[src/rtl/serial_lookahead_subtractor_pkg.sv]
// Shared definitions for the nibble-serial lookahead subtractor: FSM state
// encodings and the fixed per-cycle slice width.
package serial_lookahead_subtractor_pkg;

    localparam int NIB = 4;

    typedef enum logic [1:0] {
        IDLE = 2'd0,
        CALC = 2'd1,
        DONE = 2'd2
    } state_t;

endpackage

[src/rtl/serial_lookahead_subtractor_sub4.sv]
// Combinational 4-bit lookahead-borrow unit: d = a - b - bin, computed as the
// lookahead-carry sum a + ~b + ~bin, so borrow-out is the inverted carry-out.
module lookahead_sub4
    import serial_lookahead_subtractor_pkg::*;
(
    input  logic [NIB-1:0] a,
    input  logic [NIB-1:0] b,
    input  logic           bin,
    output logic [NIB-1:0] d,
    output logic           bout
);

    logic [NIB-1:0] nb;
    logic [NIB-1:0] p;
    logic [NIB-1:0] g;
    logic [NIB:0]   c;

    // Every carry is expanded from the generate/propagate terms, so none waits on a ripple.
    always_comb begin
        nb   = ~b;
        p    = a ^ nb;
        g    = a & nb;
        c[0] = ~bin;
        c[1] = g[0] | (p[0] & c[0]);
        c[2] = g[1] | (p[1] & g[0]) | (p[1] & p[0] & c[0]);
        c[3] = g[2] | (p[2] & g[1]) | (p[2] & p[1] & g[0])
             | (p[2] & p[1] & p[0] & c[0]);
        c[4] = g[3] | (p[3] & g[2]) | (p[3] & p[2] & g[1])
             | (p[3] & p[2] & p[1] & g[0])
             | (p[3] & p[2] & p[1] & p[0] & c[0]);
        d    = p ^ c[NIB-1:0];
        bout = ~c[NIB];
    end

endmodule

[src/rtl/serial_lookahead_subtractor.sv]
// Multi-cycle subtractor: diff = a - b - bin, one nibble per clock, LSB first,
// with a registered borrow linking consecutive nibbles. One operation in flight.
module serial_lookahead_subtractor
    import serial_lookahead_subtractor_pkg::*;
#(
    parameter int WIDTH = 16
) (
    input  logic             clk,
    input  logic             rst,
    input  logic             in_valid,
    output logic             in_ready,
    input  logic [WIDTH-1:0] a,
    input  logic [WIDTH-1:0] b,
    input  logic             bin,
    output logic             out_valid,
    input  logic             out_ready,
    output logic [WIDTH-1:0] diff,
    output logic             bout,
    output logic             zero
);

    localparam int NIBS = WIDTH / NIB;
    localparam int IW   = (NIBS > 1) ? $clog2(NIBS) : 1;
    localparam logic [IW-1:0] LAST_IDX = IW'(NIBS - 1);

    state_t           state;
    state_t           next_state;
    logic [WIDTH-1:0] a_reg;
    logic [WIDTH-1:0] b_reg;
    logic [WIDTH-1:0] diff_reg;
    logic [WIDTH-1:0] next_diff;
    logic [IW-1:0]    idx;
    logic             borrow;
    logic             bout_reg;
    logic             zero_reg;
    logic [NIB-1:0]   a_nib;
    logic [NIB-1:0]   b_nib;
    logic [NIB-1:0]   d_nib;
    logic             nib_bout;
    logic             accept;
    logic             last_nib;

    assign accept   = in_valid && in_ready;
    assign last_nib = (idx == LAST_IDX);

    lookahead_sub4 u_sub4 (
        .a    (a_nib),
        .b    (b_nib),
        .bin  (borrow),
        .d    (d_nib),
        .bout (nib_bout)
    );

    // The single lookahead unit is time-multiplexed across nibbles by idx.
    always_comb begin
        a_nib     = a_reg[NIB*int'(idx) +: NIB];
        b_nib     = b_reg[NIB*int'(idx) +: NIB];
        next_diff = diff_reg;
        next_diff[NIB*int'(idx) +: NIB] = d_nib;
    end

    always_ff @(posedge clk) begin
        if (rst) begin
            state <= IDLE;
        end else begin
            state <= next_state;
        end
    end

    always_comb begin
        next_state = state;
        case (state)
            IDLE:    if (accept)    next_state = CALC;
            CALC:    if (last_nib)  next_state = DONE;
            DONE:    if (out_ready) next_state = IDLE;
            default: next_state = IDLE;
        endcase
    end

    always_comb begin
        in_ready  = (state == IDLE);
        out_valid = (state == DONE);
    end

    // Zero is judged on the full result including the nibble landing this edge.
    always_ff @(posedge clk) begin
        if (rst) begin
            a_reg    <= '0;
            b_reg    <= '0;
            borrow   <= 1'b0;
            idx      <= '0;
            diff_reg <= '0;
            bout_reg <= 1'b0;
            zero_reg <= 1'b0;
        end else begin
            case (state)
                IDLE: begin
                    if (accept) begin
                        a_reg  <= a;
                        b_reg  <= b;
                        borrow <= bin;
                        idx    <= '0;
                    end
                end
                CALC: begin
                    diff_reg <= next_diff;
                    borrow   <= nib_bout;
                    if (last_nib) begin
                        idx      <= '0;
                        bout_reg <= nib_bout;
                        zero_reg <= (next_diff == '0);
                    end else begin
                        idx <= idx + 1'b1;
                    end
                end
                default: ;
            endcase
        end
    end

    assign diff = diff_reg;
    assign bout = bout_reg;
    assign zero = zero_reg;

endmodule

[config.mk]
export PLATFORM = sky130hd
export DESIGN_NAME = serial_lookahead_subtractor
export DESIGN_NICKNAME = d
export VERILOG_FILES = /design/src/rtl/serial_lookahead_subtractor_pkg.sv /design/src/rtl/serial_lookahead_subtractor_sub4.sv /design/src/rtl/serial_lookahead_subtractor.sv
export SDC_FILE = /design/constraint.sdc
export NUM_CORES = 1
export LEC_CHECK = 0
export ABC_CLOCK_PERIOD_IN_PS = 3600
export BUFFER_PORTS_ARGS = -buffer_cell sky130_fd_sc_hd__buf_2
export CORE_MARGIN = 1.5
export CORE_UTILIZATION = 45
export DETAILED_ROUTE_END_ITERATION = 6
export PLACE_DENSITY = 0.7
export RECOVER_POWER = 50
export SYNTH_ARGS = -nofsm -noshare
export SYNTH_HDL_FRONTEND = slang
export SYNTH_HIERARCHICAL = 1
export SYNTH_SLANG_ARGS = --single-unit
[constraint.sdc]
create_clock -name clk -period 3.6 [get_ports clk]
set_input_delay 0.54 -clock clk [delete_from_list [all_inputs] [get_ports clk]]
set_output_delay 0.54 -clock clk [all_outputs]
set_load 0.01 [all_outputs]
==> impl_metrics.json <==
{
  "fin_util_pct": 54.48,
  "core_um2": 5574,
  "floorplan.initialDensity_pct": 47.41,
  "worst_slew_pin_slew_ps": 1495,
  "numCtsBuffers": 5,
  "synth_area_per_cell_um2": 8.310,
  "finalPower_mw": 1.293,
  "hold_viol": 0,
  "r2r_slack_ps": 300,
  "netlist_instances": 318,
  "synth_nets": 366,
  "setup.worst_path.class": "flop to flop",
  "finalSetupViolCount": 0,
  "die_h_um": 79.63,
  "fin_nets": 415,
  "cts_sinks": 55,
  "rsz0062_at_grt": "false",
  "fillerInstances": 563,
  "hpwl_um": 4088,
  "grt-ovfl-total": 0,
  "synth-main-ff-cell": "dfxtp_1",
  "wl_um": 5679,
  "synth.distinct_cells": 42,
  "r2r-end": "zero",
  "skew_ps": 10.07,
  "wl_per_cell_um": 12.91,
  "area_delta_synth_final_pct": 14.91,
  "first_global_vias": 2186,
  "worstHoldEndpoint": "a_reg[12]",
  "grt_pass1_wl_um": 9528,
  "max-vdd-ir-drop_v": 0.0002073,
  "io_buffers": 56,
  "fin_ws_ps": 302.3,
  "critical_path.endpoint_type": "flop",
  "ctsLongestPathBuffers": 2,
  "whs_path_depth": 3,
  "status": "complete, but fails checks",
  "dieArea_um2": 6341,
  "drv_slew": 0,
  "postCtsSetupRepairBufs": 0,
  "final_cells": 440,
  "synth_enable_flop_cells": 0,
  "pre_cts_slack_ps": 291.0,
  "hold_ws_ps": 450.0,
  "r2r_start": "idx[0]",
  "async_flop_share_pct": 0,
  "startpoint_type": "flop",
  "power_density_nw_per_um2": 425.8,
  "cp_max_fo": 9,
  "cts_root_buffer": "clkbuf_8",
  "grt_usage_pct": 18.77,
  "synth_seq_cells": 55,
  "ys_warn_count": 6,
  "cts_max_level": 2,
  "drt-pass1-iter-count": 4,
  "dpl_cell_area_um2": 2977,
  "tns_ps": 0,
  "cp.required_ps": 3830,
  "viasPerCell": 5.298,
  "maxCapViolations": 1,
  "cts_resized": 0,
  "leakage_nw": 1.147,
  "relSlewSlack_pct": 0.3083,
  "drive_gt1_share_pct": 17.66,
  "hold_path.class": "input pin to flop",
  "arrival_ps": 3530,
  "period_needed_ps": 3298,
  "clock_latency_ps": 310,
  "cts_tree": "done",
  "postLayoutCellArea_um2": 3037,
  "grt_max_degree": 56,
  "path_clk_slew_ps": 100,
  "drtIter0Drc": 99,
  "yosysSeqAreaShare_pct": 41.67,
  "ant_nets": 0,
  "die_w_um": 79.63,
  "postCtsHoldBufs": 0,
  "antenna_found_initial": 0,
  "io_pins": 57,
  "antennaDiodeCount": 0,
  "clock.fmax_ghz": 0.3032,
  "route.detailed.drc": 0,
  "min_period_over_period_pct": 91.60,
  "dp_cells": 432,
  "failed_checks": "capacitance limit",
  "rr_worst_depth": 9,
  "hold_start": "a[12]",
  "synth.cell_area_um2": 2643,
  "rows": 27,
  "vias": 2331,
  "routabilityCongestion": 0.8936
}
power by group:
group	switching, mW	internal, mW	total [mW]	leakage [nW]
logic	0.164	0.122	0.286	0.657
clock network	0.207	0.140	0.348	0.0418
registers	0.0220	0.638	0.660	0.449
layer usage:
metal | vias to the layer above | GRT usage (%) | part of all wire [%]
met3 | 6 | 3.429 | 5.2
met2 | 65 | 31.61 | 47
met5 | - | 0 | 0
li1 | 1193 | - | -
met4 | 0 | 5.965 | 0.92
met1 | 1067 | 24.18 | 47
Yosys cell counts (2+ instances only):
cell type | instances | area [µm²]
nor4_1 | 4 | 25.02
a21oi_1 | 50 | 250.2
nor3_1 | 6 | 30.03
dfxtp_1 | 55 | 1101
mux2i_1 | 2 | 20.02
buf_1 | 2 | 7.510
mux4_2 | 8 | 180.2
and2_1 | 3 | 18.77
inv_1 | 11 | 41.29
or2_1 | 2 | 12.51
a22oi_1 | 7 | 52.55
nand2b_1 | 4 | 25.02
nand2_1 | 83 | 311.6
nor2_1 | 13 | 48.80
ha_1 | 10 | 125.1
clkbuf_1 | 15 | 56.30
buf_2 | 2 | 10.01
xnor2_1 | 2 | 17.52
nor2b_1 | 3 | 18.77
nand4_1 | 2 | 12.51
nand3_1 | 13 | 65.06
how the worst max path moves through the flow:
stage	end	cells after the start	slack, ps	from
after detailed placement	zero	9	290	idx[0]
after floorplan	zero	12	240	idx[0]
after global placement	zero	9	380	idx[0]
final	zero	9	300	idx[0]
after CTS	zero	9	250	idx[0]
after global routing	zero	9	80	idx[0]
layout make-up:
class                   instances  area [µm²]  area share (%)
well taps                      72       90.09           2.967
clock buffers                   6       72.57           2.390
clock inverters                 2       16.27          0.5356
multi-input cells             233        1426           46.97
repair buffers                 61       289.0           9.518
flip-flops and latches         55        1101           36.26
inverters                      11       41.29           1.360
cells in the final DEF, fill, tap and decap left out, types with 2 or more instances in the layout:
cell / instances
buf_4: 4
nor2_1: 13
nand4_1: 2
mux2i_1: 2
clkbuf_8: 5
ha_1: 10
or2_1: 2
a21oi_1: 50
nor2b_1: 3
nand3_1: 13
mux4_2: 8
buf_2: 36
inv_1: 11
nand2b_1: 4
and2_1: 2
nor3_1: 6
dfxtp_1: 55
clkbuf_1: 22
nand2_1: 83
xnor2_1: 2
a22oi_1: 7
nor4_1: 4
logic make-up (layout without fill, tap and decap cells):
| group | after synthesis | in the layout | share of synthesized area (%) |
|---|---|---|---|
| compound gates | 70 | 70 | 16.10 |
| fa+ha+maj | 11 | 11 | 5.492 |
| xor+xnor | 2 | 2 | 0.6630 |
| simple gates | 140 | 140 | 24.15 |
| flops | 55 | 55 | 41.67 |
| mux | 10 | 10 | 7.576 |
| buf+inv | 30 | 80 | 4.356 |
critical path, stage by stage (launching register included):
cell and delay [ps]:
dfxtp_1 680, mux4_2 580, ha_1 350, or2_2 310, o21ai_2 70, xnor2_1 90, o21a_1 190, o211a_1 200
or4_4 510, o31ai_2 240
Power figures use the tool's default switching activity.
